==> src/rtl/calc_driver.sv <==
// calc_driver: command-side initiator for the calc accumulator datapath.
// Commands {clr, op, data} are queued in a small FIFO and replayed onto
// calc's button/switch inputs: operands are set up and held, a single
// btnc/btnac strobe fires, and the resulting led value is returned on a
// valid/ready response channel. One operation is outstanding at a time.
//
// state   | meaning
// IDLE    | buttons/sw low; pop FIFO head when non-empty
// SETUP   | op/data driven and held for HOLD_CYC cycles
// FIRE    | one-cycle btnc (normal) or btnac (clear) strobe
// CAPTURE | op/data still driven; led sampled into rsp_data at exit
// RESP    | rsp_valid high until rsp_ready; no new pop
module calc_driver #(
  parameter int DATA_W   = 16,
  parameter int DEPTH    = 4,
  parameter int HOLD_CYC = 2
) (
  input  logic              clk,
  input  logic              rst_n,
  input  logic              cmd_valid,
  output logic              cmd_ready,
  input  logic              cmd_clr,
  input  logic [2:0]        cmd_op,
  input  logic [DATA_W-1:0] cmd_data,
  output logic              btnl,
  output logic              btnr,
  output logic              btnd,
  output logic              btnc,
  output logic              btnac,
  output logic [DATA_W-1:0] sw,
  input  logic [DATA_W-1:0] led,
  output logic              rsp_valid,
  input  logic              rsp_ready,
  output logic [DATA_W-1:0] rsp_data,
  output logic              busy
);

  localparam int PTR_W  = $clog2(DEPTH);
  localparam int CNT_W  = PTR_W + 1;
  localparam int HOLD_W = (HOLD_CYC > 1) ? $clog2(HOLD_CYC) : 1;
  localparam int ENT_W  = DATA_W + 4;

  typedef enum logic [2:0] {IDLE, SETUP, FIRE, CAPTURE, RESP} state_t;

  state_t            state;
  logic [ENT_W-1:0]  mem [DEPTH];
  logic [PTR_W-1:0]  wr_ptr;
  logic [PTR_W-1:0]  rd_ptr;
  logic [CNT_W-1:0]  count;
  logic [ENT_W-1:0]  head;
  logic              full;
  logic              empty;
  logic              push;
  logic              pop;
  logic              clr_q;
  logic [HOLD_W-1:0] hold_cnt;

  // Ready comes from the registered count only, so a full FIFO refuses a
  // push even when the FSM pops in the same cycle.
  assign full      = (count == CNT_W'(DEPTH));
  assign empty     = (count == '0);
  assign cmd_ready = rst_n && !full;
  assign push      = cmd_valid && cmd_ready;
  assign pop       = (state == IDLE) && !empty;
  assign head      = mem[rd_ptr];
  assign busy      = (state != IDLE) || !empty;

  // FIFO storage; contents need no reset since count gates every read.
  always_ff @(posedge clk) begin
    if (push) mem[wr_ptr] <= {cmd_clr, cmd_op, cmd_data};
  end

  // FIFO pointers and occupancy; pointers wrap naturally (DEPTH is 2^n).
  always_ff @(posedge clk or negedge rst_n) begin
    if (!rst_n) begin
      wr_ptr <= '0;
      rd_ptr <= '0;
      count  <= '0;
    end else begin
      if (push) wr_ptr <= wr_ptr + 1'b1;
      if (pop)  rd_ptr <= rd_ptr + 1'b1;
      case ({push, pop})
        2'b10:   count <= count + 1'b1;
        2'b01:   count <= count - 1'b1;
        default: count <= count;
      endcase
    end
  end

  // Sequencing FSM; the button/sw output registers double as the
  // command register for the operation in flight.
  always_ff @(posedge clk or negedge rst_n) begin
    if (!rst_n) begin
      state     <= IDLE;
      clr_q     <= 1'b0;
      hold_cnt  <= '0;
      btnl      <= 1'b0;
      btnr      <= 1'b0;
      btnd      <= 1'b0;
      btnc      <= 1'b0;
      btnac     <= 1'b0;
      sw        <= '0;
      rsp_valid <= 1'b0;
      rsp_data  <= '0;
    end else begin
      case (state)
        IDLE: begin
          if (pop) begin
            clr_q    <= head[ENT_W-1];
            hold_cnt <= HOLD_W'(HOLD_CYC - 1);
            if (head[ENT_W-1]) begin
              {btnl, btnr, btnd} <= 3'b000;
              sw                 <= '0;
            end else begin
              {btnl, btnr, btnd} <= head[DATA_W +: 3];
              sw                 <= head[DATA_W-1:0];
            end
            state <= SETUP;
          end
        end
        SETUP: begin
          if (hold_cnt == '0) begin
            btnc  <= !clr_q;
            btnac <= clr_q;
            state <= FIRE;
          end else begin
            hold_cnt <= hold_cnt - 1'b1;
          end
        end
        FIRE: begin
          btnc  <= 1'b0;
          btnac <= 1'b0;
          state <= CAPTURE;
        end
        CAPTURE: begin
          rsp_data           <= led;
          rsp_valid          <= 1'b1;
          {btnl, btnr, btnd} <= 3'b000;
          sw                 <= '0;
          state              <= RESP;
        end
        RESP: begin
          if (rsp_ready) begin
            rsp_valid <= 1'b0;
            state     <= IDLE;
          end
        end
        default: state <= IDLE;
      endcase
    end
  end

endmodule

==> config.mk <==
export PLATFORM = sky130hd
export DESIGN_NAME = calc_driver
export DESIGN_NICKNAME = d
export VERILOG_FILES = /design/src/rtl/calc_driver.sv
export SDC_FILE = /design/constraint.sdc
export NUM_CORES = 1
export LEC_CHECK = 0
export CAP_MARGIN = 0
export CORE_AREA = 10 10 111 113
export DETAILED_ROUTE_END_ITERATION = 12
export DIE_AREA = 0 0 121 123
export PLACE_DENSITY = 0.78
export SKIP_CTS_REPAIR_TIMING = 1
export SYNTH_ARGS = -nofsm -noshare
export SYNTH_HDL_FRONTEND = slang
export SYNTH_SLANG_ARGS = --single-unit
==> constraint.sdc <==
create_clock -name clk -period 3.1 [get_ports clk]
set_input_delay 0.465 -clock clk [delete_from_list [all_inputs] [get_ports clk]]
set_output_delay 0.465 -clock clk [all_outputs]
set_load 0.02 [all_outputs]
==> results of run 1 <==
[metal layers]
layer,vias to the layer above,share of wire (%)
met5,-,0
met4,0,0.86
met3,6,7.6
met2,95,48
met1,1433,43
li1,1303,-
[cell usage after synthesis, drive strengths merged]
cell type	n
a21oi	2
a221oi	1
a31o	19
and2	4
buf	12
clkbuf	5
dfrtp	50
edfxtp	80
fa	1
ha	5
inv	12
mux2	18
mux2i	2
mux4	20
nand2	2
nand2b	2
nand3	2
nand3b	2
nor2	5
nor3	2
nor3b	1
nor4b	19
o21ai	1
o22a	1
o2bb2ai	2
o311a	1
o31a	1
o32a	2
or2	1
or3	1
xnor2	4
xor2	2
[cell families after synthesis]
group           share of synthesized area [%]
flops                                   68.24
simple gates                            8.086
mux                                     13.20
compound gates                          4.768
buf+inv                                 3.178
xor+xnor                               0.9815
fa+ha+maj                               1.542
[worst register-to-register path: cells and delay by family, from the launching register on]
kind,cells,cell delay (ns)
flops,1,0.49
xor+xnor,2,0.29
fa+ha+maj,2,0.56
buf+inv,2,0.15
simple gates,3,0.88
[cell type report]
| type | count | area [um^2] |
|---|---|---|
| clock buffer | 17 | 414.1 |
| clock inverter | 15 | 143.9 |
| fill | 684 | 3303 |
| inverter | 12 | 45.04 |
| multi-input combinational | 123 | 1530 |
| sequential | 130 | 3654 |
| tap | 136 | 170.2 |
| timing repair buffer | 91 | 878.3 |
[state kept, by name, indices dropped and copies added (netlist names), 2 cells and up]
| signal | count |
|---|---|
| rsp_data | 16 |
| rd_ptr | 2 |
| mem | 80 |
| sw | 16 |
| count | 3 |
| wr_ptr | 2 |
| state | 3 |
[worst max path at each step]
stage,end,slack [ns],cells after the start
detailed placement,count[2],0.67,9
floorplan,count[2],0.91,10
CTS,count[2],0.65,9
global placement,count[2],0.75,9
global route,count[2],0.45,9
finish,count[2],0.64,9
[per-stage QoR]
step                      power (uW)  util, %  worst slack [ns]  instances  cell area, um^2
after floorplan                 4238        -            0.9123        282             5354
after global placement          4962    61.82            0.7502        491             6267
after detailed placement        5031    61.82            0.6654        491             6267
after CTS                       6910    67.32            0.6485        523             6825
after global routing            7208    67.42            0.4478        524             6835
final                           6823    67.42            0.6407        524             6835
[report_power, final]
part	internal, uW	switching [uW]	total [uW]
clock network	1130	722	1850
logic	1220	1210	2430
registers	2260	283	2540
==> run metrics, run 1 <==
status finished, final reports clean; CP startpoint state[0]; cell count after synthesis 282; vias in the first global route 3,231; P&R area growth vs syn 27.67%; first-pass GRT wire length 17,220 um; Starting Density 52.81%; syn avg cell area 18.99 um^2; Power Dens Cells 998.1 mW/mm^2; min Tclk post-route 2.459 ns; Die X 121 um; final hold vios 0; Worst Clk Skew 0.009002 ns; r2r setup slk 0.64 ns; Antenna diodes 0; worst r2r src state[0]; setup_tns 0 ns; die area 0.01488 mm^2; most common cell after layout, fill and taps aside edfxtp_1; DRT Pass-1 Iters 4; Synth cell types 38; Routed WL 10,510 um; CP Cell Sequence or3_4 > or2_4 > inv_2 > ha_1 > inv_1 > fa_1 > xor2_1 > nor2_1 > xnor2_1; Rel. slew slack 46.57%; DRC violations left 0; mapped cell area 0.005354 mm^2; Slowest cell on crit path dfrtp_1; Yosys reg bits 130; Die Ht 123 um; IO Port Bufs 79; CP Launch Type register; CP Data Required Time 3.54 ns; worst reg2reg endpoint count[2]; Max VDD drop 0.0004315 V; Lkg Pwr 0.002518 uW; Synth area leaders edfxtp_1, dfrtp_1, nor4b_2; final setup vio count 0; max-slew violation count 0; Detail Placement HPWL 6932 um; WHS 0.2970 ns; worst skew pair latency 0.52 ns; CP Capture Type register; total of max-cap violations 0; CP max FO 21; GR met1 Demand/Resource 18.44%; cells on worst reg2reg path 9; I/O pins 80; largest net degree at the start of global routing 48; Routability Congestion 0.7256; vias per cell 5.414; area leader, netlist edfxtp_1; CP arrival 2.90 ns; Num Clock Sinks 130; Detail Route Antenna Nets 0; synth warn 0; Final #Nets 421; share of post-route cells with drive strength above 1 24.48%; fmax 406.6 MHz; Clock Tree Buf Depth 2; via count 2,837; met2 usage 24.01%; Seq/Total Area, Yosys 68.24%; Worst-path clk slew 0.06 ns; gr usage total 15.13%; M3 GR Usage 5.743%; WP buf/inv 2; Remaining Overflow, GRT 0; WL per Instance 20.06 um; DR iter-0 viols 164; gr busiest metal met2; CTS tree yes; core area 0.01014 mm^2; CP Class reg2reg; TritonCTS buffer count 17; synthesized net count 328; CP top delay family simple AND/OR/NAND/NOR gates; Critical Path Max Stage Delay 0.49 ns; Root Driver clkbuf_8; RSZ-0062 raised after global routing no; final period utilization 79.33%; Worst Hold Class in2async; post-synth top area share 44.87%; worst-margin pin slew 0.8005 ns; commonest cells after routing, fill and taps aside edfxtp_1, clkdlybuf4s50_1, dfrtp_1; initial antenna violation count 0; htree depth 4; Row Count 37
(Power assumes the default switching activity.)
==> run 2: changes to the inputs <==
==> constraint.sdc (replaced) <==
create_clock -name clk -period 2.4 [get_ports clk]
set_input_delay 0.36 -clock clk [delete_from_list [all_inputs] [get_ports clk]]
set_output_delay 0.36 -clock clk [all_outputs]
set_load 0.02 [all_outputs]
==> run 2 against run 1 <==
Critical path depth unchanged. Clock skew up 0.0034 ns. Worst setup slack got worse by 0.43 ns. Sequential share of layout area decreased by 0.38 points. Die area stayed put. Maximum frequency is 12% higher. Worst hold slack got worse by 0.29 ns. Clock power is 32% higher. Total power rose by 32%. Sequential cell count did not move. Register-to-register slack worse by 0.43 ns. Combinational power is 37% higher.
==> run metrics, run 2 (same netlist as run 1, synthesis figures left out) <==
IO Port Bufs 79; die area 0.01488 mm^2; Worst Clk Skew 0.01238 ns; final period utilization 91.22%; Slowest cell on crit path dfrtp_1; CP arrival 2.60 ns; Routability Congestion 0.7530; share of post-route cells with drive strength above 1 26.21%; total of max-cap violations 0; Reg with most FFs mem; Critical Path Max Stage Delay 0.44 ns; gr usage total 15.62%; status finished, final reports clean; min Tclk post-route 2.189 ns; Placed Area 0.006305 mm^2; Power Dens Cells 1310 mW/mm^2; Row Count 37; internal cell power 6042 uW; FILL cells 671; Inst Count DP 496; most common cell after layout, fill and taps aside edfxtp_1; area of the multi-input gates 0.001530 mm^2; Setup WS pre-CTS 0.2143 ns; RSZ-0062 raised after global routing no; CP Data Required Time 2.81 ns; WP buf/inv 2; Routed WL 11,200 um; Rel. slew slack 57.30%; Remaining Overflow, GRT 0; CP Class reg2reg; TritonCTS buffer count 17; CP Cell Sequence or3_4 > or2_4 > inv_2 > ha_1 > inv_1 > fa_1 > xor2_1 > nor2_1 > xnor2_1; vias in the first global route 3,131; Num Clock Sinks 130; Root Driver clkbuf_8; Final #Nets 426; P&R area growth vs syn 28.58%; Worst Hold Class in2async; core area 0.01014 mm^2; Die X 121 um; largest net degree at the start of global routing 51; vias per cell 5.461; DRT Pass-1 Iters 4; CP Capture Type register; htree depth 4; clock share of power 27.1%; DRC violations left 0; max FFs per register 80; setup_tns 0 ns; WP depth 9; setup ws final 0.2106 ns; Max VDD drop 0.0005530 V; CP Launch Type register; DR iter-0 viols 183; sw power 2977 uW; Detail Placement HPWL 7296 um; Detail Route Antenna Nets 0; cell area after layout 0.006884 mm^2; Comb pwr share 36.8%; final hold vios 0; Starting Density 52.81%; initial antenna violation count 0; first-pass GRT wire length 17,680 um; total power 9019 uW; fmax 456.8 MHz; worst-margin pin slew 0.6406 ns; Layout Cells excl Fill 529; Lkg Pwr 0.002554 uW; final setup vio count 0; cells on worst reg2reg path 9; I/O pins 80; Clock Tree Buf Depth 2; Antenna diodes 0; commonest cells after routing, fill and taps aside edfxtp_1, clkdlybuf4s50_1, dfrtp_1; worst skew pair latency 0.50 ns; WL per Instance 21.17 um; Worst-path clk slew 0.06 ns; CP top delay family simple AND/OR/NAND/NOR gates; Flop pwr share 36.0%; switch share 33.01%; biggest regs mem (80), rsp_data (16), sw (16); register area 0.003654 mm^2; Die Ht 123 um; CP max FO 8; max-slew violation count 0; CTS tree yes; via count 2,889
==> run 2: final timing paths <==
kind / slack (ns) / to / startpoint
min in group clk: 0.38 / wr_ptr[0] / rst_n
max in group asynchronous: 1.97 / sw[3] / rst_n
hold reg to reg: 0.50 / sw[11] / sw[11]
setup reg to reg: 0.21 / count[2] / state[2]
hold / removal: 0.007 / rsp_data[3] / rst_n
setup / recovery: 0.21 / count[2] / state[2]
==> run 2: power groups by stage <==
| stage | registers, uW | clock network [uW] | logic, uW |
|---|---|---|---|
| final | 3250 | 2450 | 3320 |
| after global routing | 3310 | 2600 | 3580 |
| after CTS | 3250 | 2490 | 3370 |
| after detailed placement | 3280 | 0 | 3310 |
| after global placement | 3240 | 0 | 3240 |
| after floorplan | 3510 | 0 | 1970 |
==> run 2: routing by layer <==
| metal | GRT usage [%] | up-vias | part of all wire [%] |
|---|---|---|---|
| met5 | 0 | - | 0 |
| met4 | 5.430 | 0 | 0.57 |
| met3 | 4.284 | 4 | 5.5 |
| met2 | 26.84 | 81 | 52 |
| met1 | 18.60 | 1488 | 42 |
| li1 | - | 1316 | - |
==> run 2: per-stage QoR <==
step	util, %	hold slack [ns]
CTS	67.80	0.002266
global placement	62.19	0.4816
global route	67.90	0.04103
detailed placement	62.19	0.4925
finish	67.90	0.006673
floorplan	-	0.06441
==> run 2: final cells by class <==
cell class | instances | share of cell area, %
flip-flops and latches | 130 | 53.07
multi-input cells | 123 | 22.23
repair buffers | 96 | 13.30
clock buffers | 17 | 6.016
well taps | 136 | 2.472
clock inverters | 15 | 2.254
inverters | 12 | 0.6543
==> run 3: changes to the inputs <==
--- a/config.mk
+++ b/config.mk
@@ -7,10 +7,12 @@
 export LEC_CHECK = 0
 export CAP_MARGIN = 0
 export CORE_AREA = 10 10 111 113
+export CTS_CLUSTER_SIZE = 20
 export DETAILED_ROUTE_END_ITERATION = 12
 export DIE_AREA = 0 0 121 123
 export PLACE_DENSITY = 0.78
 export SKIP_CTS_REPAIR_TIMING = 1
+export SLEW_MARGIN = 20
 export SYNTH_ARGS = -nofsm -noshare
 export SYNTH_HDL_FRONTEND = slang
 export SYNTH_SLANG_ARGS = --single-unit
==> results of run 3 <==
Same layout as run 2: the final DEF is identical, and so are final timing and power.
